--- src/rtl/axis_zmod_trigger.sv ---
// Edge trigger and capture window for the two-channel Zmod ADC stream.
// After arm and a holdoff, waits for a level crossing on one channel, then
// forwards a fixed-length window as one AXIS packet. Upstream cannot stall,
// so samples that find the output register full are dropped and flagged.
module axis_zmod_trigger #(
    parameter int AXIS_TDATA_WIDTH = 32,
    parameter int CNTR_WIDTH       = 16
) (
    input  logic                        aclk,
    input  logic                        areset,
    input  logic                        arm,
    input  logic                        force_trig,
    input  logic                        cfg_chan,
    input  logic                        cfg_edge,
    input  logic [15:0]                 cfg_level,
    input  logic [CNTR_WIDTH-1:0]       cfg_holdoff,
    input  logic [CNTR_WIDTH-1:0]       cfg_length,
    input  logic                        s_axis_tvalid,
    input  logic [AXIS_TDATA_WIDTH-1:0] s_axis_tdata,
    input  logic                        m_axis_tready,
    output logic                        m_axis_tvalid,
    output logic [AXIS_TDATA_WIDTH-1:0] m_axis_tdata,
    output logic                        m_axis_tlast,
    output logic [2:0]                  sts_state,
    output logic                        sts_overrun
);

    typedef enum logic [2:0] {
        ST_IDLE    = 3'd0,
        ST_ARMED   = 3'd1,
        ST_WAIT    = 3'd2,
        ST_CAPTURE = 3'd3,
        ST_DONE    = 3'd4
    } state_t;

    state_t state, state_nxt;

    // Configuration latched on arm so it cannot change mid-acquisition.
    logic                   chan_q;
    logic                   edge_q;
    logic signed [15:0]     level_q;
    logic [CNTR_WIDTH-1:0]  holdoff_q;
    logic [CNTR_WIDTH-1:0]  length_q;

    logic [CNTR_WIDTH-1:0]  hold_cnt;
    logic [CNTR_WIDTH-1:0]  cap_cnt;
    logic signed [15:0]     prev;
    logic                   prev_valid;

    logic signed [15:0]     x;
    logic [CNTR_WIDTH-1:0]  last_idx;
    logic [CNTR_WIDTH-1:0]  idx;
    logic                   crossed;
    logic                   trig;
    logic                   offer;
    logic                   can_load;

    // Trigger detection and capture-offer decode for the current cycle.
    always_comb begin
        x        = chan_q ? s_axis_tdata[31:16] : s_axis_tdata[15:0];
        // A zero length behaves as a single-sample capture.
        last_idx = (length_q == '0) ? '0 : length_q - CNTR_WIDTH'(1);
        crossed  = edge_q ? (prev > level_q && x <= level_q)
                          : (prev < level_q && x >= level_q);
        trig     = s_axis_tvalid && state == ST_WAIT
                   && (force_trig || (prev_valid && crossed));
        // arm wins over any capture activity in the same cycle.
        offer    = !arm && (trig || (s_axis_tvalid && state == ST_CAPTURE));
        idx      = (state == ST_WAIT) ? '0 : cap_cnt;
        // Output register is free if empty or being drained this cycle.
        can_load = !m_axis_tvalid || m_axis_tready;
    end

    // Next-state decode; idle cycles on the input never move the FSM.
    always_comb begin
        state_nxt = state;
        if (arm) begin
            state_nxt = (cfg_holdoff != '0) ? ST_ARMED : ST_WAIT;
        end else if (s_axis_tvalid) begin
            case (state)
                ST_ARMED:
                    if (hold_cnt + CNTR_WIDTH'(1) == holdoff_q) state_nxt = ST_WAIT;
                ST_WAIT:
                    if (trig) state_nxt = (last_idx == '0) ? ST_DONE : ST_CAPTURE;
                ST_CAPTURE:
                    if (cap_cnt == last_idx) state_nxt = ST_DONE;
                default: state_nxt = state;
            endcase
        end
    end

    // State register.
    always_ff @(posedge aclk or posedge areset) begin
        if (areset) state <= ST_IDLE;
        else        state <= state_nxt;
    end

    // Config latch, counters, previous-sample tracking and output register.
    always_ff @(posedge aclk or posedge areset) begin
        if (areset) begin
            chan_q        <= 1'b0;
            edge_q        <= 1'b0;
            level_q       <= '0;
            holdoff_q     <= '0;
            length_q      <= '0;
            hold_cnt      <= '0;
            cap_cnt       <= '0;
            prev          <= '0;
            prev_valid    <= 1'b0;
            m_axis_tvalid <= 1'b0;
            m_axis_tdata  <= '0;
            m_axis_tlast  <= 1'b0;
            sts_overrun   <= 1'b0;
        end else begin
            if (offer && can_load) begin
                m_axis_tvalid <= 1'b1;
                m_axis_tdata  <= s_axis_tdata;
                m_axis_tlast  <= (idx == last_idx);
            end else if (m_axis_tvalid && m_axis_tready) begin
                m_axis_tvalid <= 1'b0;
                m_axis_tlast  <= 1'b0;
            end
            if (offer && !can_load) sts_overrun <= 1'b1;

            if (arm) begin
                chan_q      <= cfg_chan;
                edge_q      <= cfg_edge;
                level_q     <= cfg_level;
                holdoff_q   <= cfg_holdoff;
                length_q    <= cfg_length;
                hold_cnt    <= '0;
                cap_cnt     <= '0;
                prev_valid  <= 1'b0;
                sts_overrun <= 1'b0;
            end else if (s_axis_tvalid) begin
                case (state)
                    ST_ARMED: hold_cnt <= hold_cnt + CNTR_WIDTH'(1);
                    ST_WAIT: begin
                        if (trig) begin
                            cap_cnt <= CNTR_WIDTH'(1);
                        end else begin
                            prev       <= x;
                            prev_valid <= 1'b1;
                        end
                    end
                    ST_CAPTURE: cap_cnt <= cap_cnt + CNTR_WIDTH'(1);
                    default: ;
                endcase
            end
        end
    end

    assign sts_state = state;

endmodule

--- config.mk ---
export PLATFORM = sky130hd
export DESIGN_NAME = axis_zmod_trigger
export DESIGN_NICKNAME = d
export VERILOG_FILES = /design/src/rtl/axis_zmod_trigger.sv
export SDC_FILE = /design/constraint.sdc
export NUM_CORES = 1
export LEC_CHECK = 0
export ABC_CLOCK_PERIOD_IN_PS = 5800
export CORE_MARGIN = 8
export CORE_UTILIZATION = 48
export DETAILED_ROUTE_END_ITERATION = 16
export PLACE_DENSITY = 0.72
export SYNTH_ARGS = -nofsm -noshare
export SYNTH_HDL_FRONTEND = slang
export SYNTH_SLANG_ARGS = --single-unit
--- constraint.sdc ---
create_clock -name aclk -period 5.8 [get_ports aclk]
set_input_delay 1.16 -clock aclk [delete_from_list [all_inputs] [get_ports aclk]]
set_output_delay 1.16 -clock aclk [all_outputs]
set_load 0.005 [all_outputs]
==> results.md, run 1 <==
- Avg Synthesized Cell Area: 10.1 um2
- CP startpoint kind: input port
- IO Pins: 126
- Vias in the first global route: 6289
- Compound-Gate Fraction of Synth Area: 12.0%
- Worst IR drop on VDD: 0.000254 V
- Placement row count: 47
- Pleak: 4.08 nW
- Synthesized instance count: 790
- Clock Pin Slew Worst Setup and Hold Paths: 60 ps
- Pre-CTS WS: 738 ps
- Quantity of gates resized following cts: 0
- Largest stage delay on the critical path: 600 ps
- Summed negative setup slack over all endpoints: 0 ps
- Number of pins exceeding their max-slew limit in the final report: 0
- Max FO, Critical Path: 19
- Flip-flop and latch count after synthesis: 137
- Critical Path Start: s_axis_tdata[31]
- Distinct cells, synth: 71
- Post-CTS Hold Fix Bufs: 0
- HP Start: sts_overrun
- Final setup violating endpoints: 0
- CTS tree: yes
- Latest clock arrival within the worst-skew pair: 420 ps
- Via density: 5.69
- Worst Path Required: 6140 ps
- Most used standard cell by instance count after synthesis: sky130_fd_sc_hd__dfrtp_1
- Core area: 16400 um2
- Dominant synthesized flop cell: sky130_fd_sc_hd__dfrtp_1
- Root Buffer Master: sky130_fd_sc_hd__clkbuf_16
- Leading post-synthesis cells by cell area: sky130_fd_sc_hd__dfrtp_1 43%, sky130_fd_sc_hd__mux2_2 13%, sky130_fd_sc_hd__ha_1 5.5%
- Share of cells above drive strength 1: 15.6%
- Final WL: 19.8 mm
- Max Buffers Root-to-Sink: 2
- Number of nets in the synthesized netlist: 913
- Worst relative slew slack: 19.5%
- Async set-reset flop share out of synthesis: 100%
- Final worst slack: 1140 ps
- NetSw: 0.000999 W
- RD Place Congestion: 0.903
- Basic-gate share of the synthesized area counting and, or, nand and nor cells: 16.7%
- Share of power burned in registers: 39.4%
- Multiplexer fraction of the synthesized cell area: 14.5%
- Net count of the finished layout: 1020
- Multi-input combinational cell area: 4240 um2
- Adder-cell share of the synthesized area: 5.51%
- CTS HTree Levels: 4
- Critical path capture point type: flop
- Number of buffers added by the clock tree synthesis step: 17
- Post-synthesis share of cell area spent on xor and xnor gates: 4.63%
- Sequential Area: 3430 um2
- Switching share of power: 29.5%
- Final HPWL DP: 14.4 mm
- Wire per inst: 17.6 um
- Overall fraction of global-route tracks in use: 19.5%
- Antenna fix cells: 0
- Unrepaired setup endpoints after global routing: false
- Placed cell area: 9340 um2
- Count of flip-flops with a built-in enable after synthesis: 0
- Status: completed
- Largest net degree at the start of global routing: 104
- Largest family of logic cells by synthesized area: simple AND/OR/NAND/NOR gates
- Area share of the leading cell type in the synthesized netlist: 43.2%
- Tightest Hold Check Type: flop to flop
- Warnings, synthesis: 0
- Die area: 20900 um2
- Launch instance of the worst register-to-register path: chan_q
- Internal power: 0.00239 W
- Slew of the pin with the lowest slew margin: 1190 ps
- Cell taking the most area after synthesis: sky130_fd_sc_hd__dfrtp_1
- Number of nets still failing antenna checks after routing: 0
- CP cell instances: clkdlybuf4s50_1 -> mux2_2 -> ha_1 -> nand4_1 -> nor3_1 -> a21boi_0 -> nor4_1 -> a2111oi_0 -> a2111o_1 -> nand2_1 -> or4_1 -> a21oi_1
- Share of the yosys chip area belonging to registers: 43.2%
- Detailed-router iteration count before antenna repair: 5
- DRC violation count after routing: 0
- Crit path max-delay family: simple AND/OR/NAND/NOR gates
- Post-route worst hold slack: 495 ps
- Initial antenna violation count: 0
- Detailed Route Iter0 Violations: 533
- Initial Util: 48.4%
- Area grow syn2layout: 24.6%
- Power density cells: 343 nW/um2
- Clock tree sinks: 137
- Crit path buffers/inverters: 1
- Max Clock Skew: 7.75 ps
- Highest clock frequency the design can meet: 0.215 GHz
- Wire length of the first global-routing pass: 32.1 mm
- Leading post-synthesis cells by instance count: 137 x sky130_fd_sc_hd__dfrtp_1, 92 x sky130_fd_sc_hd__mux2_2, 64 x sky130_fd_sc_hd__nand2_1
- Vias after detailed routing: 6423
- Crit Path Category: input port to flop
- Final Hold Violating Endpoints: 0
- Postcts setup bufs: 0
- Clock period minus worst slack: 4660 ps
- Cell area after synthesis: 7940 um2
- Number of filler instances in the final layout: 1369
- Number of port buffers: 125
- Part of the total power dissipated in the clock network: 30.7%
- Gr ovfl total: 0
- Maximum capacitance violations: 0
- Cell with the largest stage delay on the worst path: sky130_fd_sc_hd__or4_1
- Die Y: 145 um
- Crit share post-route: 80.3%
- Combinational share of power: 29.9%
- Die width: 145 um
- Endpoint arrival time on the critical path: 5000 ps
- Final design area excluding fillers: 9900 um2
worst paths after layout:
path	to	slack, ps	depth (start not counted)
max	cap_cnt[10]	1140	12
min reg2reg	sts_overrun	500	2
min	sts_overrun	500	2
max reg2reg	cap_cnt[10]	1340	11
max in group asynchronous	hold_cnt[4]	3400	3
min in group asynchronous	m_axis_tdata[13]	1290	2
through the flow:
stage,util (%),total power (W),cells
global route,60.3,0.00359,1129
floorplan,-,0.00189,790
CTS,60.3,0.00342,1129
global placement,56.9,0.00234,1098
finish,60.3,0.00339,1129
detailed placement,56.9,0.00237,1098
registers in the layout, indices dropped and copies added (netlist names), 3 cells and up:
signal and cells:
length_q 16, holdoff_q 16, cap_cnt 16, level_q 16, prev 16, hold_cnt 16, m_axis_tdata 32, sts_state 3
tightest hold or removal path: stages, from the launching register on:
cell and delay (ps):
sky130_fd_sc_hd__dfrtp_1 350, sky130_fd_sc_hd__a31oi_1 40, sky130_fd_sc_hd__nor2_1 70
layout make-up:
class / instances / share of cell area (%)
sequential: 137 / 34.6
tap: 220 / 2.78
timing repair buffer: 129 / 12.9
clock buffer: 18 / 4.34
clock inverter: 13 / 1.33
inverter: 30 / 1.19
multi-input combinational: 582 / 42.8
kinds of logic after synthesis:
kind of cell,count (synthesis)
buf+inv,71
compound gates,143
mux,103
fa+ha+maj,35
simple gates,259
xor+xnor,42
flops,137
cells in the final DEF, fill, tap and decap left out, drive strengths merged, types with 14 or more instances in the layout:
cell type	instances
nor4	19
ha	35
clkbuf	18
clkdlybuf4s50	124
nand4	22
nor3	14
o21ai	43
mux2	94
nand2	64
inv	30
xnor2	26
a21oi	31
nor2	57
xor2	16
dfrtp	137
nand3	21
power by group through the flow:
stage / Combinational (W) / Clock, W / Sequential (W)
finish: 0.00101 / 0.00104 / 0.00134
global route: 0.00112 / 0.00110 / 0.00137
CTS: 0.00102 / 0.00106 / 0.00134
detailed placement: 0.00102 / 0 / 0.00135
global placement: 0.00100 / 0 / 0.00134
floorplan: 0.000581 / 0 / 0.00131
routing by layer:
metal	up-vias	routed length, um	global-route usage, %
li1	3094	-	-
met1	3081	9390	27.1
met3	18	1450	4.29
met5	-	0	0
met4	0	298	6.74
met2	230	8680	29.4
Power figures use the tool's default switching activity.
==> inputs of run 2 (changes only) <==
Settings changed: ABC_CLOCK_PERIOD_IN_PS 5800 to 4450.
Clock period 5.8 ns to 4.45 ns, I/O delays scaled along.
==> results.md, run 2 (synthesis gave the netlist of run 1 again) <==
- Status: completed
- Share of cells above drive strength 1: 16.2%
- Tightest Hold Check Type: flop to flop
- Die Y: 145 um
- Highest clock frequency the design can meet: 0.238 GHz
- Top library cells by usage in the layout, fill and taps aside: 137 x sky130_fd_sc_hd__dfrtp_1, 124 x sky130_fd_sc_hd__clkdlybuf4s50_1, 92 x sky130_fd_sc_hd__mux2_2, 64 x sky130_fd_sc_hd__nand2_1, 56 x sky130_fd_sc_hd__nor2_1
- Worst relative slew slack: 35.4%
- Most common cell after layout, fill and taps aside: sky130_fd_sc_hd__dfrtp_1
- Quantity of gates resized following cts: 0
- Initial Util: 48.4%
- Vias in the first global route: 6297
- Initial antenna violation count: 0
- Die area: 20900 um2
- Max FO, Critical Path: 10
- Vias after detailed routing: 6468
- Largest net degree at the start of global routing: 138
- Crit path buffers/inverters: 1
- Largest register FFs: 32
- Via density: 5.68
- CP startpoint kind: flop
- Latest clock arrival within the worst-skew pair: 420 ps
- Placement row count: 47
- Overall fraction of global-route tracks in use: 19.3%
- CTS HTree Levels: 4
- Final design utilization: 61.1%
- Detailed Route Iter0 Violations: 469
- CTS tree: yes
- Top cell by count, worst path: sky130_fd_sc_hd__a21oi_1
- Clock Pin Slew Worst Setup and Hold Paths: 60 ps
- Number of buffers added by the clock tree synthesis step: 17
- Wire per inst: 17.2 um
- Net count of the finished layout: 1031
- Number of filler instances in the final layout: 1369
- Core area: 16400 um2
- Post-CTS Hold Fix Bufs: 0
- Area grow syn2layout: 26.1%
- Final Hold Violating Endpoints: 0
- Largest stage delay on the critical path: 820 ps
- Power density cells: 447 nW/um2
- Number of nets still failing antenna checks after routing: 0
- Antenna fix cells: 0
- Unrepaired setup endpoints after global routing: false
- Number of pins exceeding their max-slew limit in the final report: 0
- Wire length of the first global-routing pass: 31.9 mm
- Final HPWL DP: 14.4 mm
- Clock period minus worst slack: 4200 ps
- Clock tree sinks: 137
- Placed insts: 1109
- DRC violation count after routing: 0
- Pleak: 4.15 nW
- Worst Path Required: 4750 ps
- Endpoint arrival time on the critical path: 4500 ps
- Max Clock Skew: 9.25 ps
- Maximum capacitance violations: 0
- Crit path max-delay family: simple AND/OR/NAND/NOR gates
- IO Pins: 126
- Post-route worst hold slack: 491 ps
- Gr ovfl total: 0
- Final worst slack: 251 ps
- RD Place Congestion: 0.927
- Cell with the largest stage delay on the worst path: sky130_fd_sc_hd__nor4b_1
- Crit share post-route: 94.4%
- Detailed-router iteration count before antenna repair: 5
- Number of port buffers: 125
- Max Buffers Root-to-Sink: 2
- Crit Path Category: flop to flop
- Die width: 145 um
- Final setup violating endpoints: 0
- Critical path capture point type: flop
- Post-route insts no fill: 1139
- Overall power of the completed layout: 0.00447 W
- Worst IR drop on VDD: 0.000327 V
- Largest register by flop count: m_axis_tdata
- Root Buffer Master: sky130_fd_sc_hd__clkbuf_16
- Final WL: 19.6 mm
- Pre-CTS WS: -6.50 ps
- CP cell instances: inv_1 -> ha_1 -> nor4b_1 -> nand4b_1 -> a21oi_1 -> o22ai_1 -> a21oi_1 -> or4b_2 -> a2111oi_4 -> o211ai_2 -> mux2_1
- Slew of the pin with the lowest slew margin: 955 ps
- Postcts setup bufs: 0
==> run 2: path summary, 6_finish.rpt <==
kind | to | cells after the start | startpoint | slack, ps
min reg2reg | prev[0] | 2 | prev[0] | 490
max in group asynchronous | length_q[9] | 3 | areset | 2870
min in group asynchronous | level_q[3] | 3 | areset | 1020
max reg2reg | sts_state[1] | 11 | length_q[0] | 250
min | prev[0] | 2 | prev[0] | 490
max | sts_state[1] | 11 | length_q[0] | 250
==> run 2: worst register-to-register path, cell delays in order (launching register included) <==
cell,delay [ps]
sky130_fd_sc_hd__dfrtp_1,480
sky130_fd_sc_hd__inv_1,120
sky130_fd_sc_hd__ha_1,380
sky130_fd_sc_hd__nor4b_1,820
sky130_fd_sc_hd__nand4b_1,160
sky130_fd_sc_hd__a21oi_1,340
sky130_fd_sc_hd__o22ai_1,140
sky130_fd_sc_hd__a21oi_1,160
sky130_fd_sc_hd__or4b_2,680
sky130_fd_sc_hd__a2111oi_4,330
sky130_fd_sc_hd__o211ai_2,140
sky130_fd_sc_hd__mux2_1,320
==> run 2: power by group <==
| group | internal [W] | switching, W | total [W] |
|---|---|---|---|
| clock | 0.000870 | 0.000517 | 0.00139 |
| sequential | 0.00153 | 0.000200 | 0.00173 |
| combinational | 0.000796 | 0.000560 | 0.00136 |
==> run 2: layer usage <==
metal | part of all wire [%] | wire [um] | GRT usage, %
met1 | 47 | 9190 | 26.6
met2 | 45 | 8790 | 29.8
met3 | 7.0 | 1380 | 3.76
met4 | 1.4 | 281 | 6.08
met5 | 0 | 0 | 0
==> run 2: cell type report <==
| cell class | instances | area [um2] | share of cell area (%) |
|---|---|---|---|
| Tap cell | 220 | 275 | 2.75 |
| Timing Repair Buffer | 140 | 1400 | 14.0 |
| Clock buffer | 21 | 440 | 4.40 |
| Inverter | 30 | 116 | 1.16 |
| Multi-Input combinational cell | 582 | 4240 | 42.3 |
| Clock inverter | 9 | 126 | 1.26 |
| Sequential cell | 137 | 3430 | 34.2 |
==> run 2: stage by stage <==
| stage | area (um2) | setup TNS (ps) |
|---|---|---|
| 2_1_floorplan | 7950 | 0 |
| 3_3_place_gp | 9450 | 0 |
| 3_5_place_dp | 9450 | -6.50 |
| 4_1_cts | 10000 | 0 |
| 5_1_grt | 10000 | 0 |
| 6_report | 10000 | 0 |
==> inputs of run 3 (changes only) <==
Settings changed: DONT_BUFFER_PORTS set to 1, PLACE_DENSITY 0.72 to 0.62.
==> results.md, run 3 (synthesis gave the netlist of run 1 again) <==
- Net count of the finished layout: 900
- Initial Util: 48.4%
- Antenna fix cells: 0
- Die area: 20900 um2
- Launch instance of the worst register-to-register path: length_q[0]
- Number of buffers added by the clock tree synthesis step: 17
- Final design utilization: 53.9%
- Worst hold path endpoint: prev[2]
- Die Y: 145 um
- Detailed-router iteration count before antenna repair: 5
- Max FO, Critical Path: 8
- Final Hold Violating Endpoints: 0
- Vias in the first global route: 6320
- RD Place Congestion: 0.907
- Internal power: 0.00310 W
- Gr ovfl total: 0
- Clock Pin Slew Worst Setup and Hold Paths: 60 ps
- Number of nets still failing antenna checks after routing: 0
- Tightest Hold Check Type: flop to flop
- HP Start: prev[2]
- Root Buffer Master: sky130_fd_sc_hd__clkbuf_16
- Placement row count: 47
- Number of port buffers: 0
- Clock tree sinks: 137
- Part of the total power dissipated in the clock network: 38.2%
- Largest register FFs: 32
- Core area: 16400 um2
- Final HPWL DP: 14.6 mm
- Final WL: 19.5 mm
- CTS tree: yes
- Detailed Route Iter0 Violations: 341
- Die width: 145 um
- Highest clock frequency the design can meet: 0.242 GHz
- Switching share of power: 29.1%
- Share of power burned in registers: 41.1%
- Number of pins exceeding their max-slew limit in the final report: 0
- Power density cells: 495 nW/um2
- Slew of the pin with the lowest slew margin: 1110 ps
- Depth of the most critical reg-to-reg path: 11
- Pleak: 3.69 nW
- Max Buffers Root-to-Sink: 2
- Capture point of the worst reg-to-reg path: sts_state[0]
- IO Pins: 126
- CTS HTree Levels: 4
- Status: completed
- Share of cells above drive strength 1: 19.0%
- Final setup violating endpoints: 0
- Worst relative slew slack: 25.1%
- Post-CTS Hold Fix Bufs: 0
- Crit Path Category: flop to flop
- Unrepaired setup endpoints after global routing: false
- Latest clock arrival within the worst-skew pair: 420 ps
- Crit share post-route: 93.0%
- Wire per inst: 19.3 um
- Combinational share of power: 20.7%
- Most common cell after layout, fill and taps aside: sky130_fd_sc_hd__dfrtp_1
- Worst IR drop on VDD: 0.000286 V
- Critical path capture point type: flop
- NetSw: 0.00127 W
- Clock period minus worst slack: 4140 ps
- Area grow syn2layout: 11.4%
- Worst Path Required: 4750 ps
- Wire length of the first global-routing pass: 31.9 mm
- Overall fraction of global-route tracks in use: 19.3%
- Endpoint arrival time on the critical path: 4440 ps
- Vias after detailed routing: 6071
- Maximum capacitance violations: 0
- Largest register by flop count: m_axis_tdata
- Via density: 6.01
- DRC violation count after routing: 0
- Summed negative setup slack over all endpoints: 0 ps
- Hold Crit Depth: 1
- CP startpoint kind: flop
- Max Clock Skew: 6.58 ps
- Largest net degree at the start of global routing: 98
- Initial antenna violation count: 0
- Top library cells by usage in the layout, fill and taps aside: 136 x sky130_fd_sc_hd__dfrtp_1, 92 x sky130_fd_sc_hd__mux2_2, 63 x sky130_fd_sc_hd__nand2_1, 56 x sky130_fd_sc_hd__nor2_1, 43 x sky130_fd_sc_hd__o21ai_0
- Register-to-register setup slack: 310 ps
[run 3: cell count changes in the layout (fill, tap and decap cells not counted), sizes merged]
cell	previous run	this run
buf	16	9
bufinv	3	7
clkinv	5	6
inv	29	30
clkdlybuf4s50	124	0
clkbuf	21	17
[run 3: worst max path at each step]
stage | startpoint | to | slack [ps]
floorplan | chan_q | prev[1] | 250
global placement | chan_q | prev[14] | 220
detailed placement | chan_q | prev[8] | 50
CTS | chan_q | prev[8] | 50
global route | chan_q | prev[8] | 10
finish | length_q[0] | sts_state[0] | 310
[run 3: stage by stage]
stage               hold WS (ps)  instance area, um2  setup WS (ps)  std cells  total power, W
detailed placement           501                8150           50.8        978         0.00273
global placement             468                8150            223        978         0.00267
global route                 539                8850           12.6       1010         0.00461
finish                       521                8850            313       1010         0.00438
CTS                          520                8840           52.3       1010         0.00441
floorplan                    450                7950            251        790         0.00246
[run 3: final cells by class]
cell class              count  area (um2)
clock inverters            15         272
fillers                  1457        7560
flip-flops and latches    137        3430
multi-input cells         582        4240
well taps                 220         275
clock buffers              17         425
inverters                  30         116
repair buffers              9        92.6
[run 3: layer usage]
layer | GRT usage [%] | vias to the layer above | wire length (um)
li1 | - | 2852 | -
met1 | 22.9 | 2975 | 8210
met2 | 32.2 | 205 | 9060
met3 | 5.61 | 39 | 1750
met4 | 8.21 | 0 | 495
met5 | 0 | - | 0
[run 3: what timing repair did]
action / 4_1_cts / 5_1_grt
gates resized for setup: 0 / 3
setup buffers: 0 / 0
endpoints found under the setup margin: 0 / 58
[run 3: power groups by stage]
stage / logic [W] / registers, W / clock network (W)
CTS: 0.000913 / 0.00180 / 0.00169
finish: 0.000908 / 0.00180 / 0.00167
detailed placement: 0.000905 / 0.00182 / 0
global route: 0.00102 / 0.00184 / 0.00174
global placement: 0.000866 / 0.00180 / 0
floorplan: 0.000758 / 0.00170 / 0
[run 3: critical path, stage by stage, from the launching register on]
cell and delay (ps):
sky130_fd_sc_hd__dfrtp_1 490, sky130_fd_sc_hd__inv_1 130, sky130_fd_sc_hd__ha_1 230, sky130_fd_sc_hd__nor4b_1 910, sky130_fd_sc_hd__nand4b_1 170, sky130_fd_sc_hd__a21oi_1 360
sky130_fd_sc_hd__o22ai_1 140, sky130_fd_sc_hd__a21oi_1 130, sky130_fd_sc_hd__or4b_2 670, sky130_fd_sc_hd__a2111oi_4 330, sky130_fd_sc_hd__o211ai_2 140, sky130_fd_sc_hd__mux2_1 320
